`src/rtl/nine_segment_frame_scheduler.sv`:
```
// Frame buffer and dwell sequencer for the 3x3 nine-segment LED.
// Plays stored patterns in rotation; the row scan is done downstream.
module nine_segment_frame_scheduler #(
    parameter int DEPTH   = 4,
    parameter int DWELL_W = 16,
    parameter int IDX_W   = $clog2(DEPTH)
) (
    input  logic               clk,
    input  logic               rst_n,
    input  logic               wr_valid,
    output logic               wr_ready,
    input  logic [8:0]         wr_data,
    input  logic [DWELL_W-1:0] dwell,
    input  logic               enable,
    input  logic               clear,
    output logic [8:0]         segments,
    output logic [IDX_W-1:0]   frame_idx,
    output logic [IDX_W:0]     frame_count,
    output logic               frame_strobe
);

    typedef enum logic [1:0] {
        IDLE  = 2'd0,
        SHOW  = 2'd1,
        PAUSE = 2'd2
    } state_t;

    state_t             state_q, state_d;
    logic [8:0]         fbuf [DEPTH];
    logic [DWELL_W-1:0] cnt_q, cnt_d;
    logic [IDX_W-1:0]   idx_d, idx_nxt;
    logic [IDX_W:0]     count_d;
    logic [8:0]         seg_d;
    logic               strobe_d;
    logic               accept;
    logic [DWELL_W-1:0] dwell_ld;

    assign wr_ready = (frame_count < (IDX_W+1)'(DEPTH)) && !clear;
    assign accept   = wr_valid && wr_ready;

    // A zero dwell behaves like one clock per frame.
    assign dwell_ld = (dwell == '0) ? '0 : dwell - 1'b1;

    assign idx_nxt = (({1'b0, frame_idx} + 1'b1) == frame_count)
                   ? '0 : frame_idx + 1'b1;

    always_ff @(posedge clk) begin
        if (accept)
            fbuf[frame_count[IDX_W-1:0]] <= wr_data;
    end

    always_comb begin
        state_d  = state_q;
        idx_d    = frame_idx;
        cnt_d    = cnt_q;
        seg_d    = segments;
        strobe_d = 1'b0;
        count_d  = frame_count + (IDX_W+1)'(accept);
        if (clear) begin
            state_d = IDLE;
            idx_d   = '0;
            seg_d   = '0;
            count_d = '0;
        end else begin
            unique case (state_q)
                IDLE: begin
                    seg_d = '0;
                    if (enable && frame_count != '0) begin
                        state_d = SHOW;
                        idx_d   = '0;
                        seg_d   = fbuf[0];
                        cnt_d   = dwell_ld;
                    end
                end
                SHOW: begin
                    if (!enable) begin
                        state_d = PAUSE;
                        seg_d   = '0;
                    end else if (cnt_q != '0) begin
                        cnt_d = cnt_q - 1'b1;
                    end else begin
                        idx_d    = idx_nxt;
                        seg_d    = fbuf[idx_nxt];
                        cnt_d    = dwell_ld;
                        strobe_d = 1'b1;
                    end
                end
                PAUSE: begin
                    seg_d = '0;
                    // Resume keeps the held count so the frame finishes its dwell.
                    if (enable) begin
                        state_d = SHOW;
                        seg_d   = fbuf[frame_idx];
                    end
                end
                default: begin
                    state_d = IDLE;
                    seg_d   = '0;
                end
            endcase
        end
    end

    always_ff @(posedge clk or negedge rst_n) begin
        if (!rst_n) begin
            state_q      <= IDLE;
            frame_idx    <= '0;
            cnt_q        <= '0;
            segments     <= '0;
            frame_strobe <= 1'b0;
            frame_count  <= '0;
        end else begin
            state_q      <= state_d;
            frame_idx    <= idx_d;
            cnt_q        <= cnt_d;
            segments     <= seg_d;
            frame_strobe <= strobe_d;
            frame_count  <= count_d;
        end
    end

endmodule

```
`config.mk`:
```
export PLATFORM = sky130hd
export DESIGN_NAME = nine_segment_frame_scheduler
export DESIGN_NICKNAME = d
export VERILOG_FILES = /design/src/rtl/nine_segment_frame_scheduler.sv
export SDC_FILE = /design/constraint.sdc
export NUM_CORES = 1
export LEC_CHECK = 0
export CORE_UTILIZATION = 53
export CTS_BUF_LIST = sky130_fd_sc_hd__clkbuf_2 sky130_fd_sc_hd__clkbuf_4 sky130_fd_sc_hd__clkbuf_8
export CTS_CLUSTER_SIZE = 25
export DETAILED_ROUTE_END_ITERATION = 16
export PLACE_DENSITY = 0.79
export SLEW_MARGIN = 20
export SYNTH_ARGS = -nofsm -noshare
export SYNTH_HDL_FRONTEND = slang
export SYNTH_SLANG_ARGS = --single-unit
```
`constraint.sdc`:
```
create_clock -name clk -period 2.25 [get_ports clk]
set_input_delay 0.45 -clock clk [delete_from_list [all_inputs] [get_ports clk]]
set_output_delay 0.45 -clock clk [all_outputs]
set_load 0.02 [all_outputs]
```
# Word-level counts from Yosys, hierarchy flattened
# Memory sizes are Yosys's and may differ from the RTL's.
# Index checks and enable logic that the tools add are counted.
# word_totals
regBits	33
latchBits	0
ram_bits	36
rom_bits	0
input_bits	30
out_inout_bits	16
elab_cells	67
n_memories	1
# op_classes
add_sub_neg	5
mul	0
n_div	0
magnitude_cmp	1
n_eq_ne	11
shifts	0
muxes	29
bitwise_logic	1
n_reduce_logical	13
# memory_table
name	depth	width	rd	rd_ports_with_merged_regs	wr	line	rtl
fbuf	4	9	3	0	1	29	logic [8:0] fbuf [DEPTH];
# ops
cell	count
two-way mux 16 bit	4
two-way mux 9 bit	5
case mux 16 bit (2 select lines)	1
subtractor 16 x 1 -> 16 bit (second input constant)	2
case mux 9 bit (3 select lines)	1
two-way mux 2 bit	9
logical NOT 16 bit	1
nonzero test 16 bit	1
!= test 3 bit (second input constant)	5
AND reduction 4 bit	2
two-way mux 1 bit	6
case mux 2 bit (3 select lines)	1
nonzero test 3 bit	2
!= test 2 bit (second input constant)	2
!= test 4 bit (second input constant)	1
case mux 2 bit (2 select lines)	1
adder 2 x 1 -> 3 bit (second input constant)	1
adder 3 x 1 -> 3 bit	1
equality test 3 bit	1
logical AND 1 bit	3
less-than comparator 3 bit (second input constant)	1
two-way mux 3 bit	1
AND reduction 3 bit	1
adder 2 x 1 -> 2 bit (second input constant)	1
6 further kinds	6

# Depth between registers and ports, before layout
# An unclocked memory read counts as a cell.
# depth
word_depth	8
mapped_depth	8
depth_no_buf	7

# Worst setup path before layout
# No wires, ideal clock.
# synth_path
path_kind	reg-to-reg
from	register cnt_q[0]
to	register frame_idx[0]
setup_ns	0.119
arrival_ns	2.367
required_time_ns	2.131
setup_slack_ns	-0.235
stages_incl_launch_ff	8
n_path_buf	0
period_less_slack_ns	2.485
cell_sequence	dfrtp_1 inv_1 ha_1 or4b_2 or4_4 a2111oi_4 mux2i_1 nor2_1
# synth_via
elab_chain_cells	3
# synth_lines
element	line	rtl
start: declaration	30	logic [DWELL_W-1:0] cnt_q, cnt_d;
start signal: assignment	115	cnt_q <= cnt_d;
nonzero test 16 bit	79	end else if (cnt_q != '0) begin
!= test 3 bit (no line)	n/a	
AND reduction 4 bit (no line)	n/a	
end signal: assignment	114	frame_idx <= idx_d;
end: declaration	17	output logic [IDX_W-1:0] frame_idx,
# No other way between the ends.
# A chain may end at the register's enable or synchronous reset.

# Worst setup path in the final report
# Ends and elaborated chain as after synthesis.

==> metrics <==
outcome finished, violations left; violations in the final reports negative setup slack; number of port buffers 45; global-route usage over all layers 29.8%; pin count of the biggest net entering global routing 34; wire length per cell after detailed routing 18.7 microns; Die Area 7820 sq um; r2r setup slk -0.20 ns; cells on worst reg2reg path 7; Layout Nets 519; mean area per synthesized cell 10.8 sq um; cell with the biggest individual delay on the critical path sky130_fd_sc_hd__or4b_4; deepest clock path buffer count 2; Routed WL 11.0 mm; DRC violation total after the first TritonRoute iteration 339; routability congestion estimate 0.951; routing layer with the top usage in global route met2; kind of start point of the critical path flop; Syn Inst Count 366; proportion of synthesized flip-flops having asynchronous set or reset 47.8%; Yosys warnings 0; number of synthesized flops with an enable pin 36; gate family responsible for the most delay along the worst path simple AND/OR/NAND/NOR gates; Peak Freq 409 MHz; post-route antenna net violation count 0; count of final max-slew check failures 0; first-pass GRT wire length 17.1 mm; worst slew margin relative to its limit 65.4%; die extent in y 88.4 microns; via count 3633; initial antenna violation count 0; Pwr Density 658 nW/um^2; dominant register cell in the synthesized netlist sky130_fd_sc_hd__edfxtp_1; root cell of the clock tree sky130_fd_sc_hd__clkbuf_8; boundary pin count 46; highest net fanout along the worst path 3; instance area after placement 5010 sq um; FF-to-FF End frame_idx[0]$_DFFE_PN0P_; post-detailed-placement half-perimeter wirelength 7.88 mm; proportion of layout cells with a drive suffix above 1 26.9%; clock latency reported for the late side of the worst-skew pair 0.35 ns; slew at the pin with the worst max-slew slack 0.514 ns; clock tree skew after final layout 0.00916 ns; hold buffer count at CTS 0; critical path required time 2.49 ns; area overhead of the layout relative to synthesis 35.3%; nets in the synthesized netlist 403; global route total overflow 0; leak pwr 2.05 nW; capture point of the worst path frame_idx[0]$_DFFE_PN0P_; instance count after placement with tap cells included 561; count of unique library cells instantiated by Yosys 56; type of the worst setup path flop to flop; # diodes 0; path length in cells of the critical path 7; setup slack at placement -0.206 ns; count of buffer and inverter cells on the critical path 1; maximum capacitance violations 0; number of vias per cell after detailed routing 6.20; GR Util met2 49.7%; effective utilization at floorplan 54.6%; maximum vdd drop 0.495 mV; number of global-route vias before repair 3616; PnR worst setup slack -0.198 ns; Hold Path Class flop to flop; Arr. time, crit path 2.68 ns; maximum level of the CTS H-tree 3; post-synthesis instance area 3960 sq um; synthesis-stage register bit count 69; number of buffers inserted during clock tree synthesis 9; worst stage delay on the critical path 0.48 ns; row count 31; final standard cell count with taps included and fillers excluded 586; global-route track usage on met3 5.50%; unrepaired setup endpoints after global routing yes; hold violation count in the final report 0; series of cell instances along the critical path inv_2 > ha_1 > or4b_4 > or4_4 > a2111oi_4 > mux2i_1 > nor2_1; clock-pin slew of the registers on the worst-case setup and hold paths 0.08 ns; RR Startpoint cnt_q[0]$_DFFE_PN0P_; post-route cell area 5360 sq um; beginning of the critical path cnt_q[0]$_DFFE_PN0P_; Clock Sinks 69; sequential cell area fraction in the yosys report 48.2%; endpoint kind of the worst setup timing path flop; met1 global-route usage 36.1%; Final Cycle Share 109%; Overall Power 3.52 mW; CTS tree done; floorplan core area 7250 sq um; Die Width 88.4 microns; post-layout min period 2.45 ns; number of setup violations in the final report 13; drt pass-1 iters 5; detailed-route DRC error count 0
## power breakdown
| part | internal [mW] | leakage [nW] | switching, mW |
|---|---|---|---|
| clock | 0.419 | 0.0867 | 0.502 |
| sequential | 1.47 | 0.760 | 0.102 |
| combinational | 0.501 | 1.20 | 0.532 |
| total | 2.39 | 2.05 | 1.14 |
## worst register-to-register path, cell delays in order (launching register included)
cell and delay (ns):
sky130_fd_sc_hd__dfrtp_1 0.40, sky130_fd_sc_hd__inv_2 0.06, sky130_fd_sc_hd__ha_1 0.13, sky130_fd_sc_hd__or4b_4 0.48
sky130_fd_sc_hd__or4_4 0.48, sky130_fd_sc_hd__a2111oi_4 0.44, sky130_fd_sc_hd__mux2i_1 0.27, sky130_fd_sc_hd__nor2_1 0.06
## cell usage in the layout (no fill, tap or decap), drive strengths merged, types with 13 or more instances in the layout
master	synthesis	final
edfxtp	36	36
clkdlybuf4s50	0	44
nor2b	16	16
nor3	26	26
nor4	13	13
buf	4	77
o21ai	21	21
nand2	25	25
dfrtp	33	33
nand3	15	15
nor2	20	20
## cell type report
cell class              instances  area [sq um]
inverters                       7          26.3
repair buffers                122          1060
well taps                      99           124
clock inverters                 6          46.3
multi-input cells             273          2060
fillers                       510          1900
flip-flops and latches         69          1910
clock buffers                  10           131
## metrics by stage
stage	hold WS, ns	setup TNS [ns]	utilization (%)
2_1_floorplan	0.154	-0.909	-
3_3_place_gp	0.489	-0.865	69.1
3_5_place_dp	0.492	-2.03	69.1
4_1_cts	0.507	-1.20	72.5
5_1_grt	0.545	-3.25	73.8
6_report	0.497	-1.00	73.8
## worst min path at each step
| stage | startpoint | endpoint | slack, ns | depth (start not counted) |
|---|---|---|---|---|
| 2_1_floorplan | rst_n | cnt_q[0]$_DFFE_PN0P_ | 0.15 | 0 |
| 4_1_cts | segments[7]$_DFFE_PN0P_ | segments[7]$_DFFE_PN0P_ | 0.51 | 2 |
| 3_5_place_dp | segments[7]$_DFFE_PN0P_ | segments[7]$_DFFE_PN0P_ | 0.49 | 2 |
| 5_1_grt | segments[7]$_DFFE_PN0P_ | segments[7]$_DFFE_PN0P_ | 0.54 | 2 |
| 6_report | segments[7]$_DFFE_PN0P_ | segments[7]$_DFFE_PN0P_ | 0.50 | 2 |
| 3_3_place_gp | segments[7]$_DFFE_PN0P_ | segments[7]$_DFFE_PN0P_ | 0.49 | 2 |
## cells by family (layout without fill, tap and decap cells)
logic type                 count (synthesis)  in the layout  synth area share, %
DFF                                       69             69                 48.2
AOI/OAI and AO/OA                         74             74                 13.9
buffers and inverters                     24            145                 2.56
muxes                                     19             19                 7.65
adders and majority gates                  7              7                 2.21
and+or+nand+nor                          156            156                 21.7
xor gates and xnor gates                  17             17                 3.76
## state kept, by name, summed over array words and instances (netlist names)
name,flops
cnt_q,16
fbuf,36
frame_count,3
frame_idx,2
frame_strobe,1
segments,9
state_q,2
## cell usage after synthesis, drive strengths merged (6+ instances only)
cell	number	share of area [%]
xnor2	12	2.7
dfrtp	33	21
a22oi	6	1.1
mux4	9	5.1
a211oi	8	1.5
ha	7	2.2
nand3	15	1.9
nor3	26	3.3
nand2	25	2.4
mux2i	10	2.5
inv	7	0.66
nor2b	16	2.5
nor4	13	2.2
o21ai	21	2.7
clkbuf	13	1.3
edfxtp	36	27
nor2	20	1.9
## metal layers
metal | routed length [microns] | part of all wire [%]
met5 | 0 | 0
met4 | 344 | 3.1
met3 | 605 | 5.5
met2 | 5530 | 50
met1 | 4490 | 41
## what timing repair did
action,4_1_cts,5_1_grt
resized for setup,4,20
hold endpoints to repair,0,0
pin swaps,2,1
endpoints found under the setup margin,26,28
setup buffers,8,1
(Power assumes the default switching activity.)
